**src/rtl/instr_mem_loader.sv**
```systemverilog
// Byte-stream loader for the instruction RAM: assembles little-endian words from a framed,
// XOR-checksummed stream and holds the core in reset until a verified image is written.
module instr_mem_loader #(
   parameter int         DEPTH_LOG2 = 5,
   parameter logic [7:0] MAGIC      = 8'hA5
) (
   input  logic        CLK,
   input  logic        RST,
   input  logic [7:0]  RX_DATA,
   input  logic        RX_VALID,
   output logic        RX_READY,
   output logic        WE,
   output logic [31:0] WADDR,
   output logic [31:0] WDATA,
   output logic        CPU_RST,
   output logic        DONE,
   output logic        ERR
);

   localparam int DEPTH = 1 << DEPTH_LOG2;

   typedef enum logic [2:0] {
      S_IDLE,
      S_COUNT,
      S_DATA,
      S_CHECK,
      S_DONE,
      S_ERROR
   } state_t;

   state_t                  r_state;
   state_t                  w_nextState;
   logic [DEPTH_LOG2-1:0]   r_wordIdx;
   logic [1:0]              r_byteIdx;
   logic [7:0]              r_xor;
   logic [7:0]              r_count;
   logic [23:0]             r_asm;
   logic                    r_we;
   logic [31:0]             r_waddr;
   logic [31:0]             r_wdata;

   logic                    w_accept;
   logic                    w_countZero;
   logic                    w_countOk;
   logic                    w_lastWord;

   assign RX_READY    = ~RST;
   assign w_accept    = RX_VALID & RX_READY;
   assign w_countZero = (RX_DATA == 8'd0);
   assign w_countOk   = ({24'd0, RX_DATA} <= 32'(DEPTH));
   // The final word keeps its index so N = DEPTH never wraps the word counter.
   assign w_lastWord  = (({{(32-DEPTH_LOG2){1'b0}}, r_wordIdx} + 32'd1) == {24'd0, r_count});

   always_ff @(posedge CLK or posedge RST) begin
      if (RST) r_state <= S_IDLE;
      else     r_state <= w_nextState;
   end

   always_comb begin
      w_nextState = r_state;
      if (w_accept) begin
         case (r_state)
            S_IDLE:  if (RX_DATA == MAGIC) w_nextState = S_COUNT;
            S_COUNT: begin
               if (w_countZero)    w_nextState = S_CHECK;
               else if (w_countOk) w_nextState = S_DATA;
               else                w_nextState = S_ERROR;
            end
            S_DATA:  if (r_byteIdx == 2'd3 && w_lastWord) w_nextState = S_CHECK;
            S_CHECK: w_nextState = (RX_DATA == r_xor) ? S_DONE : S_ERROR;
            S_DONE,
            S_ERROR: if (RX_DATA == MAGIC) w_nextState = S_COUNT;
            default: w_nextState = S_IDLE;
         endcase
      end
   end

   // Datapath: byte assembly, running checksum and the registered RAM write port.
   always_ff @(posedge CLK or posedge RST) begin
      if (RST) begin
         r_wordIdx <= '0;
         r_byteIdx <= 2'd0;
         r_xor     <= 8'd0;
         r_count   <= 8'd0;
         r_asm     <= 24'd0;
         r_we      <= 1'b0;
         r_waddr   <= 32'd0;
         r_wdata   <= 32'd0;
      end else begin
         r_we <= 1'b0;
         if (w_accept) begin
            case (r_state)
               S_COUNT: begin
                  r_count   <= RX_DATA;
                  r_wordIdx <= '0;
                  r_byteIdx <= 2'd0;
                  r_xor     <= 8'd0;
               end
               S_DATA: begin
                  r_xor     <= r_xor ^ RX_DATA;
                  r_byteIdx <= r_byteIdx + 2'd1;
                  case (r_byteIdx)
                     2'd0: r_asm[7:0]   <= RX_DATA;
                     2'd1: r_asm[15:8]  <= RX_DATA;
                     2'd2: r_asm[23:16] <= RX_DATA;
                     default: begin
                        r_we    <= 1'b1;
                        r_waddr <= {{(30-DEPTH_LOG2){1'b0}}, r_wordIdx, 2'b00};
                        r_wdata <= {RX_DATA, r_asm};
                        if (!w_lastWord) r_wordIdx <= r_wordIdx + 1'b1;
                     end
                  endcase
               end
               default: ;
            endcase
         end
      end
   end

   assign WE      = r_we;
   assign WADDR   = r_waddr;
   assign WDATA   = r_wdata;
   assign DONE    = (r_state == S_DONE);
   assign ERR     = (r_state == S_ERROR);
   assign CPU_RST = (r_state != S_DONE);

endmodule

```
**config.mk**
```make
export PLATFORM = sky130hd
export DESIGN_NAME = instr_mem_loader
export DESIGN_NICKNAME = d
export VERILOG_FILES = /design/src/rtl/instr_mem_loader.sv
export SDC_FILE = /design/constraint.sdc
export NUM_CORES = 1
export LEC_CHECK = 0
export BUFFER_PORTS_ARGS = -buffer_cell sky130_fd_sc_hd__buf_2
export CAP_MARGIN = 20
export CORE_ASPECT_RATIO = 1.75
export CORE_MARGIN = 3
export CORE_UTILIZATION = 40
export DETAILED_ROUTE_END_ITERATION = 8
export PLACE_DENSITY = 0.72
export REMOVE_ABC_BUFFERS = 1
export SLEW_MARGIN = 0
export SYNTH_ARGS = -nofsm -noshare
export SYNTH_HDL_FRONTEND = slang
export SYNTH_SLANG_ARGS = --single-unit
```
**constraint.sdc**
```tcl
create_clock -name CLK -period 4.4 [get_ports CLK]
set_input_delay 1.32 -clock CLK [delete_from_list [all_inputs] [get_ports CLK]]
set_output_delay 1.32 -clock CLK [all_outputs]
set_load 0.02 [all_outputs]
```
* Yosys cells after proc, flatten, opt, wreduce, memory -nomap -nowiden
Cells that the tools add are included.
** Operators by class
- $add $sub $neg :: 3
- Order comparisons :: 1
- Equal/unequal tests :: 16
- Muxes and demuxes :: 14
- Bitwise logic cells :: 4
- Reductions and logical operators :: 15
** Operators by type and width (number)
- case mux 8 bit (2 select lines) :: 1
- AND reduction 3 bit :: 5
- 2-to-1 mux 3 bit :: 4
- case mux 3 bit (4 select lines) :: 1
- 2-to-1 mux 5 bit :: 2
- case mux 5 bit (2 select lines) :: 1
- equality test 6 x 8 -> 1 bit :: 1
- equality test 8 bit :: 1
- equality test 8 bit (second input constant) :: 1
- <= comparator 8 x 6 -> 1 bit (second input constant) :: 1
- logical NOT 8 bit :: 1
- XOR 8 bit :: 1
- adder 5 x 1 -> 6 bit (second input constant) :: 1
- equality test 3 x 2 -> 1 bit (second input constant) :: 2
- equality test 3 bit (second input constant) :: 2
- != test 2 bit (second input constant) :: 3
- OR reduction 3 bit :: 2
- adder 5 x 1 -> 5 bit (second input constant) :: 1
- equality test 2 bit (second input constant) :: 2
- 2-to-1 mux 1 bit :: 4
- case mux 2 bit (2 select lines) :: 1
- AND reduction 2 bit :: 2
- AND reduction 4 bit :: 1
- equality test 3 x 1 -> 1 bit (second input constant) :: 1
- 10 further kinds :: 11
** Storage, ports and cells
- Register bits after elaboration :: 88
- Output and inout port bits :: 69
- Word-level logic and storage cells :: 64

* Logic depth before layout (Yosys ltp)
Gate-level depths: netlist (run 1).
- Depth after elaboration :: 5
- Mapped depth :: 9

* Least setup slack after synthesis (run 1)
No wires, ideal clock.
- Kind :: input-to-reg
- Start point :: in RST
- End point :: reg r_xor[0]
- Library setup time :: 0.129 ns
- Arrival :: 4.697 ns
- Slack :: -0.426 ns
- Stages :: 7
- Path buffers :: 1
- Cell sequence :: inv_1 nand2_1 nor3_1 buf_2 nor2_1 o21ai_0 o21ai_0
** On the way
- Longest elaborated chain between the ends :: 3
** RTL lines
- start, declared :: RTL line 8 : input logic RST,
- inverter 1 bit :: RTL line 47 : assign RX_READY = ~RST;
- AND 1 bit :: RTL line 48 : assign w_accept = RX_VALID & RX_READY;
- AND reduction 2 bit (no line)
- end signal, assigned :: RTL line 100 : r_xor <= r_xor ^ RX_DATA;
- end, declared :: RTL line 35 : logic [7:0] r_xor;
Every way passes these cells.
A chain may end at the register's enable or synchronous reset.

* Final worst setup path (run 1)
- Start point :: in RST
- End point :: out RX_READY
** On the way
- Longest elaborated chain between the ends :: 1
** RTL lines
- inverter 1 bit :: RTL line 47
- end, declared :: RTL line 11 : output logic RX_READY,
Every way passes these cells.

==> results.sh, run 1 <==
export IMPL_seqCellArea_um2=2200
export IMPL_power_leakage_nw=2.18
export IMPL_layout_worst_path_cycle_share_pct=74.3
export IMPL_htree_levels=3
export IMPL_crit_fanout=18
export IMPL_cp_end_kind="output port"
export IMPL_setup_worst_path_start_class="primary input"
export IMPL_avgSynthCellArea_um2=12.4
export IMPL_layout_common_cells="dfrtp_1 (88), mux2_2 (68), buf_2 (52), conb_1 (27), o21ai_0 (21)"
export IMPL_dieArea_um2=11500
export IMPL_cts_buffer_depth=2
export IMPL_dp_hpwl_um=5760
export IMPL_post_route_util_pct=46.7
export IMPL_grt_pass1_wl_um=13400
export IMPL_max_slew_margin_pct=40.2
export IMPL_cts_buffers=9
export IMPL_diodes=0
export IMPL_met3_usage_pct=3.56
export IMPL_finClkSkew_ps=5.28
export IMPL_r2r_cells=7
export IMPL_overflow=0
export IMPL_gp_congestion=0.741
export IMPL_final_nets=392
export IMPL_portBuffers=52
export IMPL_power_share_sequential_pct=42.8
export IMPL_drt_wl_total_um=8030
export IMPL_start_util_pct=41.3
export IMPL_multiInputGateArea_um2=1640
export IMPL_fillers=912
export IMPL_dr_pass1_iters=4
export IMPL_tightestPinTransition_ps=897
export IMPL_rsz0062_at_grt="false"
export IMPL_syn_inst=329
export IMPL_clockPowerShare_pct=24.3
export IMPL_use_met2_pct=26.2
export IMPL_whs_path_depth=1
export IMPL_p_int_mw=2.07
export IMPL_drc_errors=0
export IMPL_ys_ff_latch=88
export IMPL_fp_row_count=48
export IMPL_grt_start_max_net_pins=74
export IMPL_die_width_um=82.5
export IMPL_met1_usage_pct=17.1
export IMPL_final_antenna_net_count=0
export IMPL_holdBufCountCts=0
export IMPL_worstPathArrival_ps=1950
export IMPL_slew_violations=0
export IMPL_cap_violations=0
export IMPL_antenna_found_initial=0
export IMPL_tns_ps=0
export IMPL_area_growth_pct=13.0
export IMPL_pwr_share_comb_pct=32.9
export IMPL_drive_above_1_share_pct=39.9
export IMPL_grt_busiest_layer="met2"
export IMPL_drt_iter0_drc=151
export IMPL_io_pins=80
export IMPL_ys_types=43
export IMPL_required_ps=3080
export IMPL_ctsResizeCount=0
export IMPL_ir_worst_vdd_mv=0.290
export IMPL_setup_viol=0
export IMPL_place_ws_ps=1010
export IMPL_hold_path_class="reg -> reg"
export IMPL_yosysWarnings=0
export IMPL_clock_latency_ps=340
export IMPL_switching_share_pct=34.6
export IMPL_vias=2552
export IMPL_grt_pass1_vias=2707
export IMPL_fin_ws_ps=1130
export IMPL_cts_setup_buffers=0
export IMPL_grt_use_total_pct=15.3
export IMPL_wire_per_inst_um=15.9
export IMPL_ys_seq_area_share_pct=53.8
export IMPL_coreArea_um2=9910
export IMPL_clk_pin_slew_ps=60
export IMPL_syn_cell_area_um2=4100
export IMPL_via_per_inst=5.04
export IMPL_period_needed_ps=3270
export IMPL_final_common_cell="dfrtp_1"
export IMPL_holdWs_ps=499
export IMPL_hold_viol_final=0
export IMPL_die_h_um=140
export IMPL_status="completed"
export IMPL_max_freq_ghz=0.306
export IMPL_switchingPower_mw=1.10
export IMPL_reg2reg_setup_slack_ps=1750
export IMPL_cts_sinks=88
export IMPL_worst_setup_path_type="in -> out"
export IMPL_cts_root_buf="clkbuf_16"
export IMPL_cts_tree="done"
export IMPL_power_density_nw_per_um2=683
==> critical path, stage by stage <==
cell,delay [ps]
buf_2,100
clkinv_2,250
buf_2,280
==> stage by stage <==
stage,area [µm²],total power [mW],instances
floorplan,3880,2.07,310
global placement,4320,2.37,490
detailed placement,4320,2.42,490
CTS,4630,3.20,506
global route,4630,3.36,506
finish,4630,3.16,506
==> cell families after synthesis <==
kind of cell	after synthesis	share of synthesized area [%]
DFF	88	53.8
muxes	68	18.7
and+or+nand+nor	58	7.33
buffers and inverters	54	8.49
AOI/OAI and AO/OA	41	7.09
xor gates and xnor gates	14	2.99
adders and majority gates	5	1.53
other	1	0.0916
==> worst paths after layout <==
path                             from         end
hold / removal              WDATA[27]   WDATA[27]
setup / recovery                  RST    RX_READY
min in group asynchronous         RST  r_state[0]
hold reg to reg             WDATA[27]   WDATA[27]
max in group asynchronous         RST   r_asm[16]
setup reg to reg           r_state[1]    WDATA[5]
==> area by class of cell <==
class	count	share of cell area (%)
repair buffers	55	6.11
clock inverters	6	1.46
clock buffers	10	5.17
multi-input cells	213	35.5
flip-flops and latches	88	47.6
well taps	125	3.38
inverters	9	0.757
==> synthesized netlist by cell type, drive strengths merged <==
| cell type | n | area [µm²] |
|---|---|---|
| a31oi | 2 | 12.5 |
| nor3 | 4 | 20.0 |
| a22o | 1 | 8.76 |
| nor2 | 13 | 56.3 |
| o31ai | 4 | 43.8 |
| xor2 | 9 | 78.8 |
| nor2b | 2 | 20.0 |
| conb | 1 | 3.75 |
| buf | 37 | 284 |
| o221ai | 1 | 8.76 |
| nor4 | 2 | 12.5 |
| o22ai | 1 | 6.26 |
| or3 | 3 | 23.8 |
| nand4 | 2 | 12.5 |
| a21o | 3 | 26.3 |
| a22oi | 1 | 7.51 |
| o21ai | 21 | 105 |
| and2 | 1 | 6.26 |
| nand3 | 6 | 30.0 |
| a211o | 2 | 17.5 |
| inv | 9 | 33.8 |
| nand3b | 1 | 7.51 |
| nand2 | 18 | 70.1 |
| nand2b | 1 | 6.26 |
| and3 | 2 | 12.5 |
| o311ai | 1 | 8.76 |
| o211ai | 2 | 15.0 |
| ha | 5 | 62.6 |
| dfrtp | 88 | 2200 |
| or4 | 1 | 7.51 |
| a2111oi | 2 | 30.0 |
| clkbuf | 8 | 30.0 |
| nor3b | 2 | 15.0 |
| xnor2 | 5 | 43.8 |
| mux2 | 68 | 766 |
==> power by group through the flow <==
| stage | clock, mW | combinational, mW | sequential (mW) |
|---|---|---|---|
| finish | 0.769 | 1.04 | 1.35 |
| global route | 0.818 | 1.14 | 1.40 |
| CTS | 0.789 | 1.06 | 1.36 |
| detailed placement | 0 | 1.05 | 1.37 |
| global placement | 0 | 1.02 | 1.35 |
| floorplan | 0 | 0.546 | 1.52 |
==> state kept, by name (all words and copies together) (netlist names) <==
| register | cells |
|---|---|
| WDATA | 32 |
| r_wordIdx | 5 |
| r_count | 8 |
| WE | 1 |
| r_byteIdx | 2 |
| r_xor | 8 |
| WADDR | 5 |
| r_state | 3 |
| r_asm | 24 |
==> layer usage <==
layer | wire length [µm] | vias up
met5 | 0 | -
li1 | - | 1182
met1 | 2990 | 1278
met2 | 4380 | 79
met3 | 423 | 13
met4 | 239 | 0
(Power assumes the default switching activity.)
==> run 2, diff against run 1 <==
==> constraint.sdc (replaced) <==
create_clock -name CLK -period 2.65 [get_ports CLK]
set_input_delay 0.795 -clock CLK [delete_from_list [all_inputs] [get_ports CLK]]
set_output_delay 0.795 -clock CLK [all_outputs]
set_load 0.02 [all_outputs]
==> run 2 against run 1 <==
  * Register-to-register slack worse by 1400 ps
  * Total power is 68% higher
  * Sequential power is 65% higher
  * Hold slack worse by 20 ps
  * Global-route usage is 0.10 points higher
  * Count of clock-buffer cells in the layout is 2 higher
  * Combinational power is 66% higher
  * Cell count is 0.99% higher
  * Via count is 0.43% higher
  * Worst setup slack worse by 780 ps
==> results.sh, run 2 (synthesis gave the netlist of run 1 again) <==
export IMPL_status="completed"
export IMPL_grt_use_total_pct=15.4
export IMPL_crit_fanout=7
export IMPL_final_antenna_net_count=0
export IMPL_cts_sinks=88
export IMPL_dr_pass1_iters=4
export IMPL_cp_end_kind="flop"
export IMPL_r2r_start="r_wordIdx[0]"
export IMPL_ctsResizeCount=0
export IMPL_die_width_um=82.5
export IMPL_required_ps=2870
export IMPL_worst_path_stages=7
export IMPL_max_slew_margin_pct=56.7
export IMPL_drt_wl_total_um=8080
export IMPL_largest_register_ffs=32
export IMPL_final_nets=398
export IMPL_holdBufCountCts=0
export IMPL_r2r_cells=7
export IMPL_drc_errors=0
export IMPL_rr_endpoint="r_wordIdx[2]"
export IMPL_drt_iter0_drc=150
export IMPL_placed_area_um2=4360
export IMPL_crit_family="compound AO/OA/AOI/OAI gates"
export IMPL_vias=2563
export IMPL_final_common_cell="dfrtp_1"
export IMPL_cts_tree="done"
export IMPL_post_route_util_pct=47.3
export IMPL_setup_worst_path_start_class="flop"
export IMPL_cts_buffers=9
export IMPL_io_pins=80
export IMPL_holdWs_ps=479
export IMPL_cts_root_buf="clkbuf_16"
export IMPL_clk_pin_slew_ps=60
export IMPL_power_leakage_nw=2.23
export IMPL_htree_levels=3
export IMPL_tightestPinTransition_ps=650
export IMPL_setup_viol=0
export IMPL_finClkSkew_ps=7.15
export IMPL_cpPeakStageDelay_ps=450
export IMPL_grt_start_max_net_pins=53
export IMPL_overflow=0
export IMPL_hold_path_class="reg -> reg"
export IMPL_worst_setup_path_type="reg -> reg"
export IMPL_drive_above_1_share_pct=40.4
export IMPL_dieArea_um2=11500
export IMPL_diodes=0
export IMPL_antenna_found_initial=0
export IMPL_layout_worst_path_cycle_share_pct=86.6
export IMPL_slew_violations=0
export IMPL_fp_row_count=48
export IMPL_crit_chain="ha_1 > xor2_1 > a2111oi_2 > o211ai_1 > o31ai_4 > nor3b_1 > a211o_1"
export IMPL_cap_violations=0
export IMPL_reg2reg_setup_slack_ps=360
export IMPL_layout_common_cells="dfrtp_1 (88), mux2_2 (68), buf_2 (52), conb_1 (27), o21ai_0 (21)"
export IMPL_dp_hpwl_um=5740
export IMPL_area_growth_pct=14.4
export IMPL_ir_worst_vdd_mv=0.507
export IMPL_critPathBufInv=0
export IMPL_period_needed_ps=2290
export IMPL_slowest_stage="dfrtp_1"
export IMPL_hold_start="WADDR[5]"
export IMPL_gp_congestion=0.799
export IMPL_coreArea_um2=9910
export IMPL_portBuffers=52
export IMPL_clock_latency_ps=330
export IMPL_design_area_um2=4690
export IMPL_wire_per_inst_um=15.8
export IMPL_via_per_inst=5.02
export IMPL_grt_pass1_vias=2702
export IMPL_fin_ws_ps=355
export IMPL_worstPathArrival_ps=2520
export IMPL_rsz0062_at_grt="false"
export IMPL_die_h_um=140
export IMPL_place_ws_ps=136
export IMPL_hold_viol_final=0
export IMPL_start_util_pct=41.3
export IMPL_max_freq_ghz=0.436
export IMPL_holdPathEnd="WADDR[5]"
export IMPL_whs_path_depth=2
export IMPL_cts_setup_buffers=0
export IMPL_power_density_nw_per_um2=1130
export IMPL_grt_pass1_wl_um=13500
export IMPL_cts_buffer_depth=2
run 2: cell types whose count changed in the layout (fill, tap and decap cells not counted), sizes merged:
cell      delta
buf          +6
clkbuf       +2
clkinvlp     -2
bufinv       +1
clkinv       -1
inv          -1
run 2: area by class of cell:
class | instances | area [µm²]
clock buffer | 12 | 256
clock inverter | 3 | 65.1
fill | 898 | 5220
inverter | 9 | 35.0
multi-input combinational | 213 | 1640
sequential | 88 | 2200
tap | 125 | 156
timing repair buffer | 61 | 328
run 2: how the worst max path moves through the flow:
| stage | start | endpoint | slack (ps) |
|---|---|---|---|
| after floorplan | RST | r_wordIdx[2] | -2180 |
| after global placement | RX_DATA[1] | r_state[1] | 210 |
| after detailed placement | RX_DATA[1] | r_state[1] | 140 |
| after CTS | r_wordIdx[0] | r_wordIdx[2] | 350 |
| after global routing | r_wordIdx[0] | r_wordIdx[2] | 180 |
| final | r_wordIdx[0] | r_wordIdx[2] | 360 |
run 2: worst register-to-register path: stages, from the launching register on:
cell and delay (ps):
dfrtp_1 450, ha_1 350, xor2_1 160, a2111oi_2 210, o211ai_1 220, o31ai_4 430, nor3b_1 100, a211o_1 270
run 2: per-stage QoR:
stage               setup TNS, ps  instances  power (mW)
detailed placement              0        496        4.01
CTS                             0        511        5.38
global placement                0        496        3.92
global route                    0        511        5.63
floorplan                 -207980        310        3.43
finish                          0        511        5.31
run 2: where the power goes:
| part | switching, mW | internal, mW |
|---|---|---|
| combinational | 0.953 | 0.775 |
| sequential | 0.328 | 1.90 |
| clock | 0.482 | 0.870 |
| total | 1.76 | 3.55 |
run 2: per-layer routing:
metal | track usage [%] | part of all wire (%) | vias up
met5 | 0 | 0 | -
li1 | - | - | 1193
met1 | 17.8 | 39 | 1294
met3 | 3.11 | 4.1 | 13
met2 | 26.1 | 54 | 63
met4 | 7.97 | 3.1 | 0
==> run 3, diff against run 2 <==
==> constraint.sdc (replaced) <==
create_clock -name CLK -period 2.65 [get_ports CLK]
set_input_delay 0.53 -clock CLK [delete_from_list [all_inputs] [get_ports CLK]]
set_output_delay 0.53 -clock CLK [all_outputs]
set_load 0.02 [all_outputs]
==> run 3 against run 2 <==
  * Cell count unchanged
  * Die area unchanged
  * Register-to-register slack improved by 20 ps
  * Global-route usage down 0.22 points
  * Total power shrank 3.7%
  * Fmax increased by 0.81%
  * Routed wire length shrank 1.6%
  * Sequential power about the same
  * Non-clock buffer count stayed put
  * Core utilization down 0.49 points
  * First-iteration DRC count rose by 7.3%
  * Critical path depth is the same
  * Critical path type unchanged
  * Largest cell class unchanged
==> results.sh, run 3 (synthesis gave the netlist of run 1 again) <==
export IMPL_required_ps=2870
export IMPL_fp_row_count=48
export IMPL_cp_end_kind="flop"
export IMPL_htree_levels=3
export IMPL_ir_worst_vdd_mv=0.503
export IMPL_dieArea_um2=11500
export IMPL_cts_tree="done"
export IMPL_overflow=0
export IMPL_final_common_cell="dfrtp_1"
export IMPL_slowest_stage="dfrtp_1"
export IMPL_rsz0062_at_grt="false"
export IMPL_coreArea_um2=9910
export IMPL_cap_violations=0
export IMPL_drt_wl_total_um=7950
export IMPL_ctsResizeCount=0
export IMPL_post_route_util_pct=46.8
export IMPL_worst_setup_path_type="reg -> reg"
export IMPL_layout_common_cells="dfrtp_1 (88), mux2_2 (68), buf_2 (52), conb_1 (27), o21ai_0 (21)"
export IMPL_gp_congestion=0.794
export IMPL_vias=2540
export IMPL_worstPathArrival_ps=2500
export IMPL_setup_viol=0
export IMPL_rr_endpoint="r_wordIdx[2]"
export IMPL_design_power_total_mw=5.12
export IMPL_dp_hpwl_um=5610
export IMPL_power_density_nw_per_um2=1100
export IMPL_diodes=0
export IMPL_clk_pin_slew_ps=60
export IMPL_start_util_pct=41.3
export IMPL_hold_viol_final=0
export IMPL_via_per_inst=4.97
export IMPL_design_area_um2=4640
export IMPL_place_inst=496
export IMPL_cpPeakStageDelay_ps=440
export IMPL_r2r_start="r_wordIdx[0]"
export IMPL_crit_fanout=7
export IMPL_hold_path_class="in -> async"
export IMPL_drc_errors=0
export IMPL_tightestPinTransition_ps=601
export IMPL_layout_worst_path_cycle_share_pct=85.9
export IMPL_die_width_um=82.5
export IMPL_grt_pass1_vias=2602
export IMPL_dr_pass1_iters=4
export IMPL_final_nets=398
export IMPL_clock_latency_ps=340
export IMPL_cts_buffer_depth=2
export IMPL_antenna_found_initial=0
export IMPL_fin_cells=511
export IMPL_drt_iter0_drc=161
export IMPL_grt_pass1_wl_um=13300
export IMPL_portBuffers=52
export IMPL_io_pins=80
export IMPL_status="completed"
export IMPL_wire_per_inst_um=15.6
export IMPL_holdBufCountCts=0
export IMPL_drive_above_1_share_pct=40.7
export IMPL_cts_buffers=9
export IMPL_r2r_cells=7
export IMPL_crit_chain="ha_1 > xor2_1 > a2111oi_2 > o211ai_1 > o31ai_4 > nor3b_1 > a211o_1"
export IMPL_grt_use_total_pct=15.2
export IMPL_cts_setup_buffers=0
export IMPL_final_antenna_net_count=0
export IMPL_power_leakage_nw=2.20
export IMPL_cts_root_buf="clkbuf_16"
export IMPL_period_needed_ps=2280
export IMPL_finClkSkew_ps=4.85
export IMPL_max_freq_ghz=0.439
export IMPL_die_h_um=140
export IMPL_max_slew_margin_pct=59.8
export IMPL_setup_worst_path_start_class="flop"
export IMPL_slew_violations=0
export IMPL_cts_sinks=88
export IMPL_placed_area_um2=4360
export IMPL_reg2reg_setup_slack_ps=370
export IMPL_largest_register_ffs=32
export IMPL_area_growth_pct=13.2
export IMPL_tns_ps=0
export IMPL_grt_start_max_net_pins=47
[run 3: changes by cell type in the layout (fill, tap and decap cells not counted)]
cell / previous run / this run
clkinv_4: 0 / 1
bufinv_16: 2 / 0
clkinv_2: 2 / 3
clkinvlp_4: 0 / 2
clkbuf_8: 2 / 1
clkbuf_1: 1 / 0
[run 3: per-layer routing]
metal  track usage (%)  wire length [µm]  share of wire, %  up-vias
met2              25.3              4280                54       69
met5                 0                 0                 0        -
met1              18.4              3160                40     1268
met3              2.78               303               3.8       13
met4              7.27               207               2.6        0
li1                  -                 -                 -     1190
[run 3: through the flow]
stage / worst slack (ps) / hold slack, ps
6_report: 374 / 341
5_1_grt: 236 / 400
4_1_cts: 350 / 359
3_5_place_dp: 354 / 468
3_3_place_gp: 462 / 474
2_1_floorplan: -1910 / 470
[run 3: layout make-up]
cell class                      count  area, µm²
Sequential cell                    88       2200
Tap cell                          125        156
Clock inverter                      5       33.8
Timing Repair Buffer               61        328
Clock buffer                       10        239
Multi-Input combinational cell    213       1640
Fill cell                         919       5270
Inverter                            9       35.0
[run 3: critical path: cells and delay by family (launching register included)]
kind                     cells  cell delay (ps)
AO/OA/AOI/OAI                4             1110
flip-flops                   1              440
adder cells (fa/ha/maj)      1              350
XOR/XNOR                     1              160
AND/OR/NAND/NOR              1               90
[run 3: report_power, final]
group / internal, mW / switching [mW]
Combinational: 0.774 / 0.951
Clock: 0.653 / 0.502
Sequential: 1.90 / 0.333
[run 3: worst max path at each step]
stage / start / cells past startpoint / slack [ps] / to
final: r_wordIdx[0] / 7 / 370 / r_wordIdx[2]
after global routing: r_wordIdx[0] / 7 / 240 / r_wordIdx[2]
after CTS: r_wordIdx[0] / 7 / 350 / r_wordIdx[2]
after detailed placement: RX_DATA[1] / 6 / 350 / r_state[1]
after global placement: r_wordIdx[0] / 7 / 460 / r_wordIdx[2]
after floorplan: RST / 8 / -1910 / r_wordIdx[2]
